<file path="src/rtl/clint_pkg.sv">
// Shared constants, bus FSM states and the byte-lane merge helper for the CLINT.
// Latency: n/a (declarations only).
// Backpressure: n/a.
package clint_pkg;

    localparam logic [15:0] MSIP_OFF     = 16'h0000;
    localparam logic [15:0] MTIMECMP_OFF = 16'h4000;
    localparam logic [15:0] MTIME_OFF    = 16'hBFF8;

    localparam logic [63:0] MTIMECMP_RST = 64'hFFFF_FFFF_FFFF_FFFF;

    typedef enum logic {
        IDLE = 1'b0,
        RESP = 1'b1
    } state_t;

    function automatic logic [63:0] byte_merge(input logic [63:0] cur,
                                               input logic [63:0] wdata,
                                               input logic [7:0]  wstrb);
        logic [63:0] res;
        res = cur;
        for (int i = 0; i < 8; i++) begin
            if (wstrb[i]) begin
                res[8*i +: 8] = wdata[8*i +: 8];
            end
        end
        return res;
    endfunction

endpackage

</file>
<file path="src/rtl/clint_prescaler.sv">
// Divides clk down to a one-cycle mtime tick every TICK_DIV cycles.
// Latency: first tick on the TICK_DIV-th cycle after reset.
// Backpressure: none; free-running.
module clint_prescaler #(
    parameter int unsigned TICK_DIV = 1
) (
    input  logic clk,
    input  logic rst,
    output logic tick
);

    localparam logic [15:0] LAST = 16'(TICK_DIV - 1);

    logic [15:0] cnt;

    assign tick = (cnt == LAST);

    always_ff @(posedge clk) begin
        if (rst) begin
            cnt <= '0;
        end else if (tick) begin
            cnt <= '0;
        end else begin
            cnt <= cnt + 16'd1;
        end
    end

endmodule

</file>
<file path="src/rtl/clint_mmio.sv">
// Core-local interruptor: mtime/mtimecmp/msip over a single-outstanding valid/ready bus.
// Latency: response one cycle after accept; tint follows a compare change by one cycle.
// Backpressure: req_ready only in IDLE; response held stable until resp_ready.
module clint_mmio
    import clint_pkg::*;
#(
    parameter int unsigned TICK_DIV  = 1,
    parameter logic [63:0] BASE_ADDR = 64'd0
) (
    input  logic        clk,
    input  logic        rst,
    input  logic        req_valid,
    output logic        req_ready,
    input  logic        req_we,
    input  logic [15:0] req_addr,
    input  logic [63:0] req_wdata,
    input  logic [7:0]  req_wstrb,
    output logic        resp_valid,
    input  logic        resp_ready,
    output logic [63:0] resp_rdata,
    output logic        resp_err,
    input  logic        mie_en,
    input  logic        mtie_en,
    output logic        tint,
    output logic        msip
);

    if (TICK_DIV < 1 || TICK_DIV > 65535) begin : g_bad_div
        $error("clint_mmio: TICK_DIV out of range");
    end
    // The bus only ever sees the 16-bit offset, so the window must be 64 KiB aligned.
    if (BASE_ADDR[15:0] != 16'd0) begin : g_bad_base
        $error("clint_mmio: BASE_ADDR not 64 KiB aligned");
    end

    state_t      state, state_nxt;
    logic        tick, accept, wr;
    logic        hit_msip, hit_cmp, hit_time, unmapped;
    logic [63:0] mtime, mtimecmp, rd_mux, rdata_q;
    logic        msip_q, err_q, mtip_q;
    logic [63:0] msip_merged;
    logic        unused_addr_lsb;

    assign unused_addr_lsb = ^req_addr[2:0];

    clint_prescaler #(.TICK_DIV(TICK_DIV)) u_prescaler (
        .clk  (clk),
        .rst  (rst),
        .tick (tick)
    );

    assign hit_msip = (req_addr[15:3] == MSIP_OFF[15:3]);
    assign hit_cmp  = (req_addr[15:3] == MTIMECMP_OFF[15:3]);
    assign hit_time = (req_addr[15:3] == MTIME_OFF[15:3]);
    assign unmapped = !(hit_msip || hit_cmp || hit_time);

    assign accept = req_valid && req_ready;
    assign wr     = accept && req_we;

    always_comb begin
        state_nxt  = state;
        req_ready  = 1'b0;
        resp_valid = 1'b0;
        case (state)
            IDLE: begin
                req_ready = 1'b1;
                if (req_valid) state_nxt = RESP;
            end
            RESP: begin
                resp_valid = 1'b1;
                if (resp_ready) state_nxt = IDLE;
            end
            default: state_nxt = IDLE;
        endcase
    end

    always_comb begin
        rd_mux = '0;
        if (hit_msip)      rd_mux = {63'd0, msip_q};
        else if (hit_cmp)  rd_mux = mtimecmp;
        else if (hit_time) rd_mux = mtime;
    end

    assign msip_merged = byte_merge({63'd0, msip_q}, req_wdata, req_wstrb);

    always_ff @(posedge clk) begin
        if (rst) begin
            state   <= IDLE;
            rdata_q <= '0;
            err_q   <= 1'b0;
        end else begin
            state <= state_nxt;
            if (accept) begin
                rdata_q <= req_we ? 64'd0 : rd_mux;
                err_q   <= unmapped;
            end
        end
    end

    // A bus write to mtime overrides the increment of a coincident tick.
    always_ff @(posedge clk) begin
        if (rst) begin
            mtime    <= '0;
            mtimecmp <= MTIMECMP_RST;
            msip_q   <= 1'b0;
            mtip_q   <= 1'b0;
        end else begin
            if (wr && hit_time)  mtime <= byte_merge(mtime, req_wdata, req_wstrb);
            else if (tick)       mtime <= mtime + 64'd1;
            if (wr && hit_cmp)   mtimecmp <= byte_merge(mtimecmp, req_wdata, req_wstrb);
            if (wr && hit_msip)  msip_q <= msip_merged[0];
            mtip_q <= (mtime >= mtimecmp);
        end
    end

    assign resp_rdata = rdata_q;
    assign resp_err   = err_q;
    assign tint       = mtip_q & mie_en & mtie_en;
    assign msip       = msip_q;

endmodule
</file>
<file path="config.mk">
export PLATFORM = sky130hd
export DESIGN_NAME = clint_mmio
export DESIGN_NICKNAME = d
export VERILOG_FILES = /design/src/rtl/clint_pkg.sv /design/src/rtl/clint_prescaler.sv /design/src/rtl/clint_mmio.sv
export SDC_FILE = /design/constraint.sdc
export NUM_CORES = 1
export LEC_CHECK = 0
export CORE_UTILIZATION = 55
export DETAILED_ROUTE_END_ITERATION = 10
export PLACE_DENSITY = 0.8
export SLEW_MARGIN = 40
export SYNTH_ARGS = -nofsm -noshare
export SYNTH_HDL_FRONTEND = slang
export SYNTH_HIERARCHICAL = 1
export SYNTH_SLANG_ARGS = --single-unit
</file>
<file path="constraint.sdc">
create_clock -name clk -period 5.7 [get_ports clk]
set_clock_uncertainty 0.15 [all_clocks]
set_input_delay 1.14 -clock clk [delete_from_list [all_inputs] [get_ports clk]]
set_output_delay 1.14 -clock clk [all_outputs]
set_load 0.05 [all_outputs]
</file>
==> run_results.csv <==
group,metric,value,unit
die,ioPinCount,164,
yosys,syn_area_per_cell,8.15,um^2
critical_path,crit_fanout,1,
global_route,grt.overflow.total,0,
global_route,grt_antenna_before_repair,0,
drt,drt_iter0_markers,1159,
sta,worst_slew_pin_slew,0.892,ns
drt,dr_wl_met3,2950,um
yosys,syn_nets,1576,
power_and_ir_drop,power_frac_comb,0.054,
critical_path,cp_slowest_stage_delay,0.80,ns
finish,drive_gt1_frac,0.0552,
critical_path,r2r_start,"u_prescaler/cnt[0]$_SDFF_PP0_",
flow_run,max_cap_violations,0,
drt,vias,11700,
drt,final_antenna_net_count,0,
clocking,cts_max_path_buffers,3,
sta,finalHoldViolCount,0,
power_and_ir_drop,irDropWorstVdd,0.000200,V
yosys,synth_most_common_cell,"dfxtp_1",
yosys,synth_cell_types,68,
min_path,holdCritStartpoint,"resp_err$_SDFFE_PP0P_",
yosys,yosysTopAreaCell,"dfxtp_1",
power_and_ir_drop,p_leak,5.55,nW
clocking,post-cts-setup-buffers,0,
drt,routed_via_density,6.45,
global_route,grtUsageTotal,0.320,
critical_path,crit_arrival,2.54,ns
global_route,grt_pass1_vias,10800,
critical_path,cp_top_family,"buffers and inverters",
drt,wl_met2,16400,um
global_route,grt_start_max_net_pins,82,
yosys,synth_cells,1414,
critical_path,crit_chain,"clkdlybuf4s50_1 -> and3_1 -> clkdlybuf4s50_1",
power_and_ir_drop,seqPwrFrac,0.477,
finish,final_nets,1687,
sta,tns,0,ns
yosys,async_flop_share,0,
sta,slew_violations,0,
sta,holdWs,0.331,ns
power_and_ir_drop,p_sw,0.000710,W
sta,grt_setup_unrepaired,"no",
yosys,syn_area,11500,um^2
placed_design,dpl.hpwl,24600,um
drt,highest_layer,"met4",
yosys,ys_seq_area_frac,0.368,
placed_design,pre_cts_ws,1.53,ns
yosys,synth_area_leaders,"dfxtp_1, ha_1, nor2_1",
critical_path,path_common_cell,"clkdlybuf4s50_1",
power_and_ir_drop,p_per_area,222,nW/um^2
yosys,ys_warn_count,6,
finish,diodes,0,
yosys,synth_top_cells_by_count,"dfxtp_1, nor2_1, nand2_1, inv_1, clkbuf_1",
critical_path,startpoint,"mtie_en",
yosys,yosys_register_bits,212,
sta,relSlewSlack,0.406,
clocking,cts_tree,"yes",
die,core,20400,um^2
sta,post-route-period-util,0.671,
sta,fin_ws,1.87,ns
die,rows,52,
power_and_ir_drop,power.share.clock,0.468,
drt,drt_pass1_iterations,6,
clocking,htree_levels,1,
die,die_w,147,um
critical_path,reg2reg_slack,2.19,ns
clocking,cts.sinks,212,
critical_path,end_kind,"output port",
yosys,synth.top_cell.area_share,0.368,
sta,maxClockFrequency,261,MHz
sta,finalCriticalPeriod,3.83,ns
drt,wirelength_met1,14500,um
yosys,synth-main-ff-cell,"dfxtp_1",
drt,wl_per_cell,19.3,um
power_and_ir_drop,p_int,0.00241,W
clocking,path_clk_slew,0.06,ns
clocking,root_buffer,"clkbuf_16",
finish,area_growth,21.7,%
critical_path,path_class,"in2out",
global_route,grt_pass1_wl,56300,um
critical_path,crit_slowest_cell,"clkdlybuf4s50_1",
outcome,outcome,"complete, no violations",
critical_path,crit_buf_inv,2,
placed_design,globalplace.congestion,0.956,
yosys,synth_edf_count,0,
sta,setup_violations,0,
drt,drt-total-wl,35000,um
clocking,cts_hold_buf,0,
clocking,cts_inserted_buffers,23,
die,fp.dieH,147,um
die,start_util,0.566,
die,die_area,21500,um^2
finish,final_core_utilization,0.689,
placed_design,io_buffers,160,
critical_path,worstPathRequired,4.41,ns
power_and_ir_drop,swShare,0.228,
critical_path,crit_path_start_kind,"input pin",
clocking,worstSkewPairLatency,0.53,ns
min_path,hold_class,"reg2reg",
clocking,ctsResizeCount,0,
drt,drc,0,
final timing paths:
kind / to / depth (start not counted)
max: tint / 3
min: resp_err$_SDFFE_PP0P_ / 2
max reg2reg: mtime[17]$_SDFFE_PP0P_ / 9
min reg2reg: resp_err$_SDFFE_PP0P_ / 2
cells in the final DEF, fill, tap and decap left out, drive strengths merged, types with 4 or more instances in the layout:
cell           count
a2111oi           12
nor2             163
o21ai             33
xor2               4
o31ai              5
a22o              62
o211ai            65
dfxtp            212
a211oi            22
o22ai              4
buf               19
ha                67
nand3             43
nand2            140
a21o              10
or2                4
mux2i              5
clkdlybuf4s50    159
nor3              43
nor2b              5
inv               82
mux2               7
or4                5
clkbuf            36
a21oi             40
a31oi             10
and4              12
nor3b              4
nor4              40
o32ai              6
a311oi             9
nand4             50
and2               8
xnor2             13
or3               10
and3              28
a22oi             68
cells by family after synthesis:
| logic type | Yosys count | synth area share |
|---|---|---|
| buffers and inverters | 173 | 0.0587 |
| XOR/XNOR | 17 | 0.0129 |
| AND/OR/NAND/NOR | 562 | 0.239 |
| flip-flops | 212 | 0.368 |
| multiplexers | 12 | 0.0112 |
| AO/OA/AOI/OAI | 371 | 0.237 |
| adder cells (fa/ha/maj) | 67 | 0.0727 |
flip-flops by register name, summed over array words and instances (netlist names):
name             cells
mtime               64
mtimecmp            64
resp_rdata          64
u_prescaler/cnt     16
msip                 1
mtip_q               1
resp_err             1
state                1
cell type report:
type	instances	area, um^2
multi-input cells	1029	6670
fillers	1687	6330
flip-flops and latches	212	4240
repair buffers	178	1740
clock buffers	36	714
well taps	270	338
inverters	81	304
clock inverters	3	18.8
through the flow:
step           cells  instance area [um^2]  total power, W
2_1_floorplan   1414                 11500         0.00158
3_3_place_gp    1770                 13300         0.00169
3_5_place_dp    1770                 13300         0.00169
4_1_cts         1809                 14000         0.00313
5_1_grt         1809                 14000         0.00320
6_report        1809                 14000         0.00312
worst register-to-register path, delay by kind of cell (launching register included):
kind / cells / cell delay [ns]
adder cells (fa/ha/maj): 1 / 0.16
buffers and inverters: 2 / 0.42
flip-flops: 1 / 0.35
AO/OA/AOI/OAI: 3 / 1.00
AND/OR/NAND/NOR: 3 / 1.28
power groups by stage:
stage	clock network, W	registers, W	logic (W)
floorplan	0	0.00152	0.0000578
global route	0.00153	0.00149	0.000180
CTS	0.00147	0.00149	0.000169
detailed placement	0	0.00152	0.000168
global placement	0	0.00152	0.000166
finish	0.00146	0.00149	0.000170
layer usage:
| metal | up-vias | track usage |
|---|---|---|
| met3 | 90 | 0.0503 |
| met5 | - | 0 |
| met2 | 596 | 0.526 |
| met4 | 0 | 0.121 |
| li1 | 5500 | - |
| met1 | 5480 | 0.422 |
(Power assumes the default switching activity.)
